### src/rtl/interval_timer_ctrl.sv
// -----------------------------------------------------------------------------
// interval_timer_ctrl
//   Programmable interval timer for the traffic-light controller, together with
//   its configuration store for the three phase durations: base (tb),
//   extended (te) and yellow (ty).
//
//   When the sequencing FSM strobes start_timer, the block latches the selected
//   duration. It then counts that many one-second ticks, each TICK_DIV clocks
//   long, and returns a single-cycle expired pulse. A start during a run
//   restarts the count with the newly selected interval.
//
//   Optional build macro:
//     PARAM_READBACK_EN - adds the Param_Value output. Param_Value is a
//                         registered readback of the slot addressed by
//                         Param_Sel, with one cycle of latency.
// -----------------------------------------------------------------------------
module interval_timer_ctrl #(
   parameter int TICK_DIV = 100000000,
   parameter int CNT_W    = 4,
   parameter int TB_DEF   = 6,
   parameter int TE_DEF   = 3,
   parameter int TY_DEF   = 2
) (
   input  logic             clk,
   input  logic             Reset_n,
   input  logic             Prog_Sync,
   input  logic [1:0]       Param_Sel,
   input  logic [CNT_W-1:0] Time_Value,
   input  logic [1:0]       interval,
   input  logic             start_timer,
   output logic             expired,
   output logic             busy,
   output logic [CNT_W-1:0] remaining,
   output logic             tick
`ifdef PARAM_READBACK_EN
   ,
   output logic [CNT_W-1:0] Param_Value
`endif
);

   // Prescaler width is just enough to hold 0..TICK_DIV-1.
   localparam int PRE_W = $clog2(TICK_DIV);
   localparam logic [PRE_W-1:0] PRE_LAST = PRE_W'(TICK_DIV - 1);

   localparam logic [1:0] SEL_TB  = 2'b00;
   localparam logic [1:0] SEL_TE  = 2'b01;
   localparam logic [1:0] SEL_TY  = 2'b10;

   typedef enum logic {
      IDLE = 1'b0,
      RUN  = 1'b1
   } state_t;

   state_t             state_reg,     state_next;
   logic [PRE_W-1:0]   presc_reg,     presc_next;
   logic [CNT_W-1:0]   remaining_reg, remaining_next;
   logic               expired_reg,   expired_next;
   logic               tick_reg,      tick_next;

   // Current and next-cycle values of the three duration slots.
   // Index 0 = tb, 1 = te, 2 = ty.
   logic [2:0][CNT_W-1:0] slot_val;
   logic [2:0][CNT_W-1:0] slot_next;

   logic [CNT_W-1:0]   sel_duration;
   logic               presc_last;

   // -------------------------------------------------------------------------
   // Configuration store: one register per slot.
   // A programmed value of zero falls back to that slot's default, so a zero
   // duration can never be stored. Param_Sel = 11 matches no slot and is
   // therefore ignored.
   // -------------------------------------------------------------------------
   generate
      for (genvar gi = 0; gi < 3; gi++) begin : g_slot
         localparam logic [CNT_W-1:0] SLOT_DEF =
            (gi == 0) ? CNT_W'(TB_DEF) :
            (gi == 1) ? CNT_W'(TE_DEF) :
                        CNT_W'(TY_DEF);

         logic [CNT_W-1:0] val_reg;
         logic [CNT_W-1:0] val_next;
         logic             wr_hit;

         assign wr_hit   = Prog_Sync && (Param_Sel == 2'(gi));
         assign val_next = !wr_hit             ? val_reg  :
                           (Time_Value == '0)  ? SLOT_DEF :
                                                 Time_Value;

         // Slot register; reset restores the default duration.
         always_ff @(posedge clk or negedge Reset_n) begin
            if (!Reset_n) begin
               val_reg <= SLOT_DEF;
            end else begin
               val_reg <= val_next;
            end
         end

         assign slot_val[gi]  = val_reg;
         assign slot_next[gi] = val_next;
      end
   endgenerate

   // Duration selected by interval.
   // The current slot value is used, so a write on the same edge as a start
   // only affects later starts. Code 11 selects the base duration.
   always_comb begin
      sel_duration = slot_val[0];
      case (interval)
         SEL_TE:  sel_duration = slot_val[1];
         SEL_TY:  sel_duration = slot_val[2];
         default: sel_duration = slot_val[0];
      endcase
   end

   assign presc_last = (presc_reg == PRE_LAST);

   // -------------------------------------------------------------------------
   // Timer FSM state register.
   // Outputs are registered, so tick/expired line up with the remaining value
   // they describe.
   // -------------------------------------------------------------------------
   always_ff @(posedge clk or negedge Reset_n) begin
      if (!Reset_n) begin
         state_reg     <= IDLE;
         presc_reg     <= '0;
         remaining_reg <= '0;
         expired_reg   <= 1'b0;
         tick_reg      <= 1'b0;
      end else begin
         state_reg     <= state_next;
         presc_reg     <= presc_next;
         remaining_reg <= remaining_next;
         expired_reg   <= expired_next;
         tick_reg      <= tick_next;
      end
   end

   // Timer FSM next-state logic.
   // A start always wins, which silently aborts any run in progress; otherwise
   // the prescaler advances and each wrap consumes one second.
   always_comb begin
      state_next     = state_reg;
      presc_next     = presc_reg;
      remaining_next = remaining_reg;
      expired_next   = 1'b0;
      tick_next      = 1'b0;

      case (state_reg)
         IDLE: begin
            if (start_timer) begin
               state_next     = RUN;
               presc_next     = '0;
               remaining_next = sel_duration;
            end
         end

         RUN: begin
            if (start_timer) begin
               presc_next     = '0;
               remaining_next = sel_duration;
            end else if (presc_last) begin
               presc_next = '0;
               tick_next  = 1'b1;
               // This is the final second. The <= 1 test also guards
               // against ever decrementing through zero.
               if (remaining_reg <= CNT_W'(1)) begin
                  remaining_next = '0;
                  expired_next   = 1'b1;
                  state_next     = IDLE;
               end else begin
                  remaining_next = remaining_reg - CNT_W'(1);
               end
            end else begin
               presc_next = presc_reg + PRE_W'(1);
            end
         end

         default: begin
            state_next     = IDLE;
            presc_next     = '0;
            remaining_next = '0;
         end
      endcase
   end

   assign busy      = (state_reg == RUN);
   assign expired   = expired_reg;
   assign remaining = remaining_reg;
   assign tick      = tick_reg;

`ifdef PARAM_READBACK_EN
   // Readback register.
   // It samples the slot's next value, so a write is visible in the cycle
   // after its write edge.
   logic [CNT_W-1:0] param_value_reg;

   always_ff @(posedge clk or negedge Reset_n) begin
      if (!Reset_n) begin
         param_value_reg <= '0;
      end else begin
         case (Param_Sel)
            SEL_TB:  param_value_reg <= slot_next[0];
            SEL_TE:  param_value_reg <= slot_next[1];
            SEL_TY:  param_value_reg <= slot_next[2];
            default: param_value_reg <= '0;
         endcase
      end
   end

   assign Param_Value = param_value_reg;
`endif

endmodule

### config.mk
export PLATFORM = sky130hd
export DESIGN_NAME = interval_timer_ctrl
export DESIGN_NICKNAME = d
export VERILOG_FILES = /design/src/rtl/interval_timer_ctrl.sv
export SDC_FILE = /design/constraint.sdc
export NUM_CORES = 1
export LEC_CHECK = 0
export ABC_AREA = 1
export BUFFER_PORTS_ARGS = -buffer_cell sky130_fd_sc_hd__clkbuf_2
export CAP_MARGIN = 30
export CORE_MARGIN = 2
export CORE_UTILIZATION = 60
export DETAILED_ROUTE_END_ITERATION = 12
export HOLD_SLACK_MARGIN = 0.06
export PLACE_DENSITY = 0.79
export SYNTH_ARGS = -nofsm -noshare
export SYNTH_HDL_FRONTEND = slang
export SYNTH_SLANG_ARGS = --single-unit
### constraint.sdc
create_clock -name clk -period 1.5 [get_ports clk]
set_input_delay 0 -clock clk [delete_from_list [all_inputs] [get_ports clk]]
set_output_delay 0 -clock clk [all_outputs]
set_load 0.005 [all_outputs]
# Word-level counts from Yosys, hierarchy flattened

Index checks and enable logic that the tools add are counted.

Register bits: 46
Word-level logic and storage cells: 50

$add $sub $neg: 2
$lt $le $gt $ge: 1
Eq/ne operators: 7
Multiplexer cells: 25
Bitwise gates (word level): 1
Reductions and logical operators: 6

Operator list:

| operator                                                                | number |
|---|---|
| 27-bit 2-to-1 mux                                                       | 3 |
| 27-bit case mux with 2 select lines                                     | 1 |
| 4-bit 2-to-1 mux                                                        | 7 |
| 27-bit by 1-bit adder with 27-bit output, second input constant         | 1 |
| 27-bit == test, second input constant                                   | 1 |
| 4-bit case mux with 2 select lines                                      | 2 |
| 1-bit 2-to-1 mux                                                        | 11 |
| 2-bit by 1-bit == test with 1-bit output, second input constant         | 2 |
| 2-bit == test, second input constant                                    | 2 |
| 4-bit by 1-bit <= comparator with 1-bit output, second input constant   | 1 |
| 4-bit logical NOT                                                       | 1 |
| 4-bit by 1-bit subtractor with 4-bit output, second input constant      | 1 |
| 1-bit logical AND                                                       | 3 |
| 3-bit by 2-bit inequality test with 1-bit output, second input constant | 1 |
| 2-bit logical NOT                                                       | 1 |
| 2-bit inequality test, second input constant                            | 1 |
| 1-bit case mux with 2 select lines                                      | 1 |
| 2-bit AND reduction                                                     | 1 |
| 1-bit inverter                                                          | 1 |

# Depth between registers and ports, before layout

Gate-level depths: netlist of the first run.

Depth after elaboration: 5
Mapped depth: 10
Depth with buffers taken out: 10

# Least setup slack after synthesis of the first run

OpenSTA, ideal clock, no wires.

Path kind: reg2reg
Start: register presc_reg[0]
End: register remaining_reg[0], in the netlist remaining[0]
Library setup time: 0.065 ns
Arrival time: 1.356 ns
Slack: 0.079 ns
Stages on the path, launching flop included: 11
Path buffers: 1
Cell sequence: dfrtp_1 > ha_1 > nand2_1 > nor2_2 > nand2_4 > nor2_4 > nand2_2 > nand2_4 > buf_8 > nand3_1 > nand2_1

Word-level cells in the longest chain between the ends: 3

Ends and longest elaborated chain:

| element                                                    | RTL line | source |
|---|---|---|
| start, declared                                            | 55       | `logic [PRE_W-1:0] presc_reg, presc_next;` |
| start signal, assigned                                     | 132      | `presc_reg <= presc_next;` |
| 27-bit == test                                             | 116      | `assign presc_last = (presc_reg == PRE_LAST);` |
| 3-bit by 2-bit inequality test with 1-bit output (no line) | --       |  |
| 2-bit AND reduction (no line)                              | --       |  |
| end signal, assigned                                       | 133      | `remaining_reg <= remaining_next;` |
| end, declared                                              | 56       | `logic [CNT_W-1:0] remaining_reg, remaining_next;` |

Every way passes these cells.
A chain may end at the register's enable or synchronous reset.

# Final worst setup path of the first run

Start: register presc_reg[5]
End: register presc_reg[12]

Word-level cells in the longest chain between the ends: 4

Ends and longest elaborated chain:

| element                                                                           | RTL line | source |
|---|---|---|
| 27-bit by 1-bit adder with 27-bit output / 27-bit == test (equally long branches) | 175, 116 |  |
| 27-bit 2-to-1 mux (*)                                                             | 162      | `end else if (presc_last) begin` |
| 27-bit 2-to-1 mux (*)                                                             | 159      | `if (start_timer) begin` |
| 27-bit case mux with 2 select lines (*)                                           | 149      | `case (state_reg)` |

Mark *: on every way between the ends. The rest lies on a longest branch, timed or not.

==> flow_metrics.tcl, run 1 <==
set metrics [dict create \
    status "finished, violations left" \
    violations "negative setup slack" \
    leakage_nw 1.72 \
    cts_sinks 46 \
    max_slew_margin_pct 60.4 \
    multiInputGateArea_um2 1570 \
    setup_viol 15 \
    overflow 0 \
    route.detailed.drc 0 \
    placed_area_um2 3200 \
    cts_tree "built" \
    htreeDepth 2 \
    crit_path_top_delay_cell "dfrtp_1" \
    post-route-period-util_pct 102 \
    worst_hold_path_type "input port to register" \
    path_cells "nand2_2 > buf_6 > nor2_4 > nand2_4 > nor2_4 > nand2_2 > nand2_4 > buf_12 > o21ai_1" \
    cp-end-kind "register" \
    netlist_instances 410 \
    rsz0062_at_grt "yes" \
    ant_nets 0 \
    clk-insertion-delay-late_ns 0.30 \
    start_util_pct 61.4 \
    fillCellCount 331 \
    io_pins 19 \
    netlist_top_cells_area "dfrtp_1 36%, nand2_1 18%, nor2_1 6.4%, nand3_1 6.3%, inv_1 6.0%" \
    rows 25 \
    yosysUniqueCellTypes 32 \
    grt_pass1_vias 2600 \
    tightestPinTransition_ns 0.594 \
    die-area_um2 5340 \
    cp.arrival_ns 1.72 \
    post_drt_wl_per_cell_um 13.4 \
    clock_skew_ns 0.00513 \
    yosysWarnings 0 \
    synth-async-reset-ratio_pct 100 \
    power_density_nw_per_um2 738 \
    drv_cap 0 \
    ir_worst_vdd_mv 0.729 \
    crit_type "register to register" \
    critPathMaxFanout 10 \
    syn-cell-area_um2 2860 \
    utilization_pct 76.3 \
    core_um2 4660 \
    ys_seq_area_share_pct 40.5 \
    drive_gt1_share_pct 23.4 \
    grt_usage_pct 27.7 \
    largest_register_ffs 27 \
    nets 494 \
    regArea_um2 1160 \
    yosysTopAreaCell "dfrtp_1" \
    die_x_um 73.0 \
    gp_congestion 0.889 \
    cts_buffers 5 \
    yosys_register_bits 46 \
    synthMostInstantiatedCell "nand2_1" \
    dp_hpwl_um 4910 \
    cts.clk_slew.worst_paths_ns 0.09 \
    clock.fmax_mhz 651 \
    grt_max_degree 47 \
    finalMaxSlewViolations 0 \
    routed_wl_um 7150 \
    synth_common_cells "139 x nand2_1, 49 x nor2_1, 46 x inv_1" \
    rrSetupSlack_ns -0.03 \
    startpoint_type "register" \
    port_buffers 18 \
    via_per_inst 5.32 \
    dieHeight_um 73.0 \
    synth_top_area_share_pct 35.9 \
    synth_flop_cell "dfrtp_1" \
    slowest_delay_ns 0.43 \
    dr.first_iter.drc_count 160 \
    root_buffer "clkbuf_8" \
    synth_edf_count 0 \
    cp_top_family "simple AND/OR/NAND/NOR gates" \
    diodes 0 \
    vias 2829 \
    required_ns 1.69 \
    period_needed_ns 1.53 \
    cts_buffer_depth 2 \
    syn_nets 427 \
    critPathBufInv 2 \
    antenna_found_initial 0 \
    worst_slack_ns -0.0350 \
    grt_pass1_wl_um 11500 \
    syn2layout_area_growth_pct 24.4 \
    hold_viol 0 \
    design_area_um2 3560 \
    avgSynthCellArea_um2 6.98 \
    drt-pass1-iter-count 4 \
]
-- path summary, 6_finish.rpt --
check | start | to | cells after the start
min in group asynchronous | Reset_n | presc_reg[14]$_DFFE_PN0P_ | 3
setup reg to reg | presc_reg[5]$_DFFE_PN0P_ | presc_reg[12]$_DFFE_PN0P_ | 9
setup / recovery | presc_reg[5]$_DFFE_PN0P_ | presc_reg[12]$_DFFE_PN0P_ | 9
hold reg to reg | g_slot[0].val_reg[2]$_DFFE_PN1P_ | g_slot[0].val_reg[2]$_DFFE_PN1P_ | 2
max in group asynchronous | Reset_n | presc_reg[8]$_DFFE_PN0P_ | 3
hold / removal | Prog_Sync | g_slot[2].val_reg[1]$_DFFE_PN1P_ | 3
-- report_power, final --
part | switching [W] | leakage [nW] | internal, W | total, W
clock | 0.000433 | 0.0450 | 0.000324 | 0.000758
sequential | 0.0000620 | 0.596 | 0.00134 | 0.00140
combinational | 0.000252 | 1.08 | 0.000214 | 0.000466
-- worst min-delay path: cells and delay by family --
| kind | cells | cell delay (ns) |
|---|---|---|
| simple gates | 1 | 0.19 |
| buf+inv | 1 | 0.09 |
| compound gates | 1 | 0.12 |
-- layout by cell type (no fill, tap or decap), drive strengths merged --
master       synthesis  routed
clkinv               2       3
o211ai               2       2
dfrtp               41      41
mux2i                1       1
xnor2                1       1
nand3b               1       1
o22ai                3       3
nand4                8       8
ha                   5       5
xor2                10      10
buf                  3      40
dlygate4sd3          0       7
nand3               37      37
nor2                58      58
nor3                 4       4
dfstp                5       5
a31oi                1       1
inv                 48      49
or2                  1       1
o21bai               1       1
clkbuf               2      24
a21oi                6       6
nand2              145     145
o21ai               25      25
-- logic make-up (layout without fill, tap and decap cells) --
family / Yosys count / count (layout) / share of synthesized area, %
muxes: 1 / 1 / 0.350
AOI/OAI and AO/OA: 38 / 38 / 7.09
and+or+nand+nor: 254 / 254 / 38.8
xor gates and xnor gates: 11 / 11 / 3.37
adders and majority gates: 5 / 5 / 2.19
DFF: 46 / 46 / 40.5
buffers and inverters: 55 / 123 / 7.79
-- stage by stage --
step / power [W] / setup WS, ns / hold slack (ns) / TNS (ns) / std cells
2_1_floorplan: 0.00166 / 0.0786 / -0.296 / 0 / 410
3_3_place_gp: 0.00181 / -0.112 / 0.125 / -1.60 / 504
3_5_place_dp: 0.00183 / -0.197 / 0.124 / -2.71 / 504
4_1_cts: 0.00260 / -0.00386 / 0.0967 / -0.00386 / 523
5_1_grt: 0.00275 / -0.0819 / 0.128 / -1.53 / 532
6_report: 0.00263 / -0.0350 / 0.102 / -0.219 / 532
-- area by class of cell --
class / instances / share of cell area, %
Multi-Input combinational cell: 309 / 44.0
Sequential cell: 46 / 32.6
Timing Repair Buffer: 65 / 13.9
Inverter: 50 / 5.28
Clock buffer: 6 / 2.04
Tap cell: 54 / 1.90
Clock inverter: 2 / 0.281
-- what timing repair did --
item                       CTS  global route
hold endpoints to repair    54             0
setup endpoints to repair   32            32
gates resized for setup      6            28
pin swaps                    4            13
hold buffers                 7             0
buffers inserted             4             9
-- metal layers --
| layer | vias to the layer above | wire length, µm | GRT usage (%) |
|---|---|---|---|
| met1 | 1311 | 3060 | 34.0 |
| li1 | 1437 | - | - |
| met2 | 65 | 3660 | 48.4 |
| met5 | - | 0 | 0 |
| met3 | 16 | 304 | 5.25 |
| met4 | 0 | 120 | 9.26 |
Power figures use the tool's default switching activity.
==> run 2, diff against run 1 <==
- BUFFER_PORTS_ARGS: -buffer_cell sky130_fd_sc_hd__clkbuf_2 -> unset
- DONT_BUFFER_PORTS: unset -> 1
- PLACE_DENSITY: 0.79 -> 0.76
==> flow_metrics.tcl, run 2 (synthesis results as in run 1) <==
set metrics [dict create \
    regArea_um2 1160 \
    die-area_um2 5340 \
    largest_register_ffs 27 \
    leakage_nw 1.70 \
    ir_worst_vdd_mv 0.662 \
    critPathMaxFanout 6 \
    grt_pass1_vias 2606 \
    cts.clk_slew.worst_paths_ns 0.09 \
    diodes 0 \
    cp.arrival_ns 1.75 \
    cts_buffers 5 \
    drv_cap 0 \
    path_cells "buf_4 > nand2_1 > nor2_4 > nand2_4 > nor2_4 > nand2_1 > xor2_1 > nor2_1" \
    core_um2 4660 \
    cts_buffer_depth 2 \
    netSwitchingPower_w 0.000754 \
    crit_path_top_delay_cell "dfrtp_1" \
    worst_slack_ns -0.0588 \
    clock_skew_ns 0.00413 \
    critPathBufInv 1 \
    root_buffer "clkbuf_8" \
    port_buffers 0 \
    period_needed_ns 1.56 \
    post_drt_wl_per_cell_um 15.0 \
    post-route-period-util_pct 104 \
    clockPowerShare_pct 34.3 \
    finalMaxSlewViolations 0 \
    antenna_found_initial 0 \
    grt_pass1_wl_um 11400 \
    layout_commonest_cell "nand2_1" \
    comb_power_share_pct 15.8 \
    seqPwrFrac_pct 49.9 \
    clk-insertion-delay-late_ns 0.30 \
    cp-end-kind "register" \
    routed_wl_um 7690 \
    vias 2872 \
    final_cells 512 \
    route.detailed.drc 0 \
    cts_sinks 46 \
    grt_usage_pct 27.4 \
    syn2layout_area_growth_pct 27.8 \
    clock.fmax_mhz 642 \
    io_pins 19 \
    rows 25 \
    nets 474 \
    layout_common_cells "130 x nand2_1, 43 x inv_1, 39 x nor2_1" \
    required_ns 1.69 \
    cp_top_family "simple AND/OR/NAND/NOR gates" \
    dpl.cell_count 481 \
    multiInputGateArea_um2 1680 \
    htreeDepth 2 \
    via_per_inst 5.61 \
    setup_viol 21 \
    overflow 0 \
    violations "negative setup slack" \
    grt_max_degree 47 \
    worst_hold_path_type "input port to register" \
    whs_ns 0.0873 \
    ant_nets 0 \
    dr.first_iter.drc_count 229 \
    slowest_delay_ns 0.40 \
    rsz0062_at_grt "yes" \
    drive_gt1_share_pct 22.9 \
    dieHeight_um 73.0 \
    die_x_um 73.0 \
    status "finished, violations left" \
    max_slew_margin_pct 76.9 \
    crit_type "register to register" \
    power_density_nw_per_um2 776 \
    drt-pass1-iter-count 8 \
    dp_hpwl_um 4750 \
    gp_congestion 0.911 \
    fillCellCount 307 \
    design_area_um2 3650 \
    sw_frac_of_total_pct 26.6 \
    utilization_pct 78.4 \
    tightestPinTransition_ns 0.345 \
    cts_tree "built" \
    hold_viol 0 \
    power.internal_w 0.00208 \
    start_util_pct 61.4 \
    placed_area_um2 3070 \
    startpoint_type "register" \
]
-- run 2: cell types whose count changed in the layout (fill, tap and decap cells not counted), sizes merged --
| cell | before | now |
|---|---|---|
| inv | 49 | 48 |
| buf | 40 | 30 |
| dlygate4sd3 | 7 | 13 |
| clkbuf | 24 | 8 |
| clkinv | 3 | 2 |
| dlymetal6s4s | 0 | 1 |
| bufinv | 0 | 1 |
-- run 2: worst reg2reg max path, stage by stage (launching register included) --
cell and delay [ns]:
dfrtp_1 0.40, buf_4 0.14, nand2_1 0.08, nor2_4 0.20, nand2_4 0.10, nor2_4 0.22, nand2_1 0.09, xor2_1 0.16
nor2_1 0.06
-- run 2: per-layer routing --
layer  up-vias  routed length [µm]  GRT usage (%)
met3        29                 335           3.73
met4         0                 278           11.7
met5         -                   0              0
met2       116                3920           48.2
li1       1392                   -              -
met1      1335                3150           33.3
-- run 2: cell type report --
class / instances / share of cell area, %
Multi-Input combinational cell: 309 / 45.9
Sequential cell: 46 / 31.8
Timing Repair Buffer: 45 / 12.1
Inverter: 50 / 5.14
Clock buffer: 7 / 2.36
Tap cell: 54 / 1.85
Clock inverter: 1 / 0.822
-- run 2: path summary, 6_finish.rpt --
kind                                                        from                          endpoint  slack, ns  cells past startpoint
worst min register to register  g_slot[2].val_reg[2]$_DFFE_PN0P_  g_slot[2].val_reg[2]$_DFFE_PN0P_       0.50                      2
worst max register to register          presc_reg[1]$_DFFE_PN0P_         presc_reg[15]$_DFFE_PN0P_      -0.06                      8
min in group asynchronous                                Reset_n          presc_reg[4]$_DFFE_PN0P_       0.20                      2
worst min-delay path                                Param_Sel[1]  g_slot[2].val_reg[2]$_DFFE_PN0P_       0.09                      2
worst max-delay path                    presc_reg[1]$_DFFE_PN0P_         presc_reg[15]$_DFFE_PN0P_      -0.06                      8
max in group asynchronous                                Reset_n  g_slot[2].val_reg[1]$_DFFE_PN1P_       1.03                      2
-- run 2: power groups by stage --
| stage | clock [W] | sequential (W) | combinational, W |
|---|---|---|---|
| after detailed placement | 0 | 0.00143 | 0.000330 |
| after floorplan | 0 | 0.00142 | 0.000244 |
| final | 0.000974 | 0.00142 | 0.000447 |
| after global routing | 0.00103 | 0.00143 | 0.000507 |
| after global placement | 0 | 0.00143 | 0.000322 |
| after CTS | 0.000986 | 0.00141 | 0.000404 |
-- run 2: repair_timing --
action | CTS | global route
cloned | 0 | 1
resized for setup | 10 | 54
buffers inserted | 3 | 4
hold buffers | 15 | 0
pin swaps | 5 | 19
endpoints found under the hold margin | 70 | 0
endpoints found under the setup margin | 32 | 36
-- run 2: per-stage QoR --
step	TNS, ns	worst slack [ns]	total power [W]
after floorplan	0	0.0786	0.00166
after global placement	-1.50	-0.106	0.00175
after detailed placement	-3.01	-0.185	0.00176
after CTS	-0.0141	-0.0141	0.00280
after global routing	-2.79	-0.144	0.00297
final	-0.236	-0.0588	0.00284
==> run 3, diff against run 2 <==
- ABC_CLOCK_PERIOD_IN_PS: unset -> 1600
- CTS_CLUSTER_DIAMETER: unset -> 80
- clock period: 1.5 -> 1.6 ns (I/O delays scaled with it)
==> flow_metrics.tcl, run 3 (synthesis results as in run 1) <==
set metrics [dict create \
    nets 465 \
    whs_ns 0.192 \
    routed_wl_um 7010 \
    multiInputGateArea_um2 1530 \
    dieHeight_um 73.0 \
    via_per_inst 5.52 \
    port_buffers 0 \
    total_power_w 0.00245 \
    root_buffer "clkbuf_8" \
    startpoint_type "register" \
    largest_register_ffs 27 \
    tightestPinTransition_ns 0.601 \
    rr_startpoint "presc_reg[1]$_DFFE_PN0P_" \
    slowest_delay_ns 0.40 \
    routed.top_layer "met4" \
    rrSetupSlack_ns 0.05 \
    grt_max_degree 47 \
    rr_endpoint "presc_reg[15]$_DFFE_PN0P_" \
    period_needed_ns 1.55 \
    status "completed" \
    crit_type "register to register" \
    clock_skew_ns 0.00586 \
    syn2layout_area_growth_pct 18.5 \
    start_util_pct 61.4 \
    grt_pass1_wl_um 11500 \
    leakage_nw 1.56 \
    diodes 0 \
    clk-insertion-delay-late_ns 0.30 \
    crit_path_end "presc_reg[15]$_DFFE_PN0P_" \
    overflow 0 \
    route.detailed.drc 0 \
    wl_met2_um 3520 \
    cp.depth 8 \
    post_drt_wl_per_cell_um 13.9 \
    gp_congestion 0.887 \
    layout_common_cells "137 x nand2_1, 46 x inv_1, 46 x nor2_1" \
    drt-pass1-iter-count 5 \
    antenna_found_initial 0 \
    worst_slack_ns 0.0493 \
    power_density_nw_per_um2 724 \
    core_um2 4660 \
    dp_worst_setup_slack_ns -0.0900 \
    worst_hold_path_type "input port to async pin" \
    regArea_um2 1160 \
    dr.first_iter.drc_count 228 \
    cts_sinks 46 \
    post-route-period-util_pct 96.9 \
    dpl.cell_count 474 \
    ir_worst_vdd_mv 0.621 \
    htreeDepth 2 \
    fillCellCount 373 \
    final_cells 503 \
    path_cells "buf_4 > nand2_1 > nor2_4 > nand2_2 > nor2_4 > nand2_2 > xor2_1 > nor2_1" \
    cp.arrival_ns 1.74 \
    cp_top_family "simple AND/OR/NAND/NOR gates" \
    grt_pass1_vias 2585 \
    vias 2778 \
    critPathBufInv 1 \
    cts_buffers 5 \
    hold_viol 0 \
    die_x_um 73.0 \
    clock.fmax_mhz 645 \
    cts_tree "built" \
    io_pins 19 \
    routed-wl-met3_um 342 \
    met1_length_um 2980 \
    cp-end-kind "register" \
    r2r_cells 8 \
    setup_viol 0 \
    cts.clk_slew.worst_paths_ns 0.09 \
    dp_hpwl_um 4810 \
    max_slew_margin_pct 59.6 \
    finalMaxSlewViolations 0 \
    die-area_um2 5340 \
    required_ns 1.79 \
    ant_nets 0 \
    critPathMaxFanout 6 \
    crit_path_top_delay_cell "dfrtp_1" \
    rows 25 \
    cts_buffer_depth 2 \
    crit_start "presc_reg[1]$_DFFE_PN0P_" \
    utilization_pct 72.7 \
    grt_usage_pct 28.0 \
    layout_commonest_cell "nand2_1" \
    drv_cap 0 \
    drive_gt1_share_pct 13.1 \
]
[run 3: through the flow]
stage	setup TNS [ns]	instance area [µm²]
after CTS	0	3300
after floorplan	0	2860
after detailed placement	-0.940	3030
after global routing	-0.0368	3390
final	0	3390
after global placement	-0.565	3030
[run 3: how the worst min path moves through the flow]
stage / start / to / slack, ns
finish: Reset_n / presc_reg[5]$_DFFE_PN0P_ / 0.19
floorplan: Reset_n / busy$_DFF_PN0_ / -0.30
global placement: Reset_n / presc_reg[5]$_DFFE_PN0P_ / -0.29
global route: Reset_n / presc_reg[5]$_DFFE_PN0P_ / 0.22
CTS: Time_Value[1] / g_slot[2].val_reg[1]$_DFFE_PN1P_ / 0.18
detailed placement: Reset_n / presc_reg[6]$_DFFE_PN0P_ / -0.29
[run 3: repair_timing]
item                                    CTS  global route
endpoints found under the setup margin   15            25
hold endpoints to repair                 72             0
gates cloned                              0             0
pin swaps                                 0             7
resized for setup                         1            15
hold buffers                             16             0
setup buffers                             0             5
[run 3: per-layer routing]
| layer | vias to the layer above | global-route usage [%] |
|---|---|---|
| met2 | 93 | 47.9 |
| met1 | 1294 | 34.0 |
| li1 | 1376 | - |
| met5 | - | 0 |
| met4 | 0 | 12.3 |
| met3 | 15 | 5.52 |
[run 3: worst register-to-register path: stages, from the launching register on]
cell	delay, ns
dfrtp_1	0.40
buf_4	0.13
nand2_1	0.07
nor2_4	0.15
nand2_2	0.10
nor2_4	0.22
nand2_2	0.07
xor2_1	0.22
nor2_1	0.07
[run 3: power breakdown]
group	leakage (nW)	internal (W)	switching (W)	total, W
combinational	0.914	0.000162	0.000215	0.000378
clock	0.0455	0.000353	0.000390	0.000743
sequential	0.597	0.00126	0.0000724	0.00133
total	1.56	0.00177	0.000678	0.00245
[run 3: final cells by class]
class                   instances  area share [%]
well taps                      54            1.99
clock buffers                   8            2.66
flip-flops and latches         46            34.2
inverters                      50            5.54
repair buffers                 36            10.4
multi-input cells             309            45.2
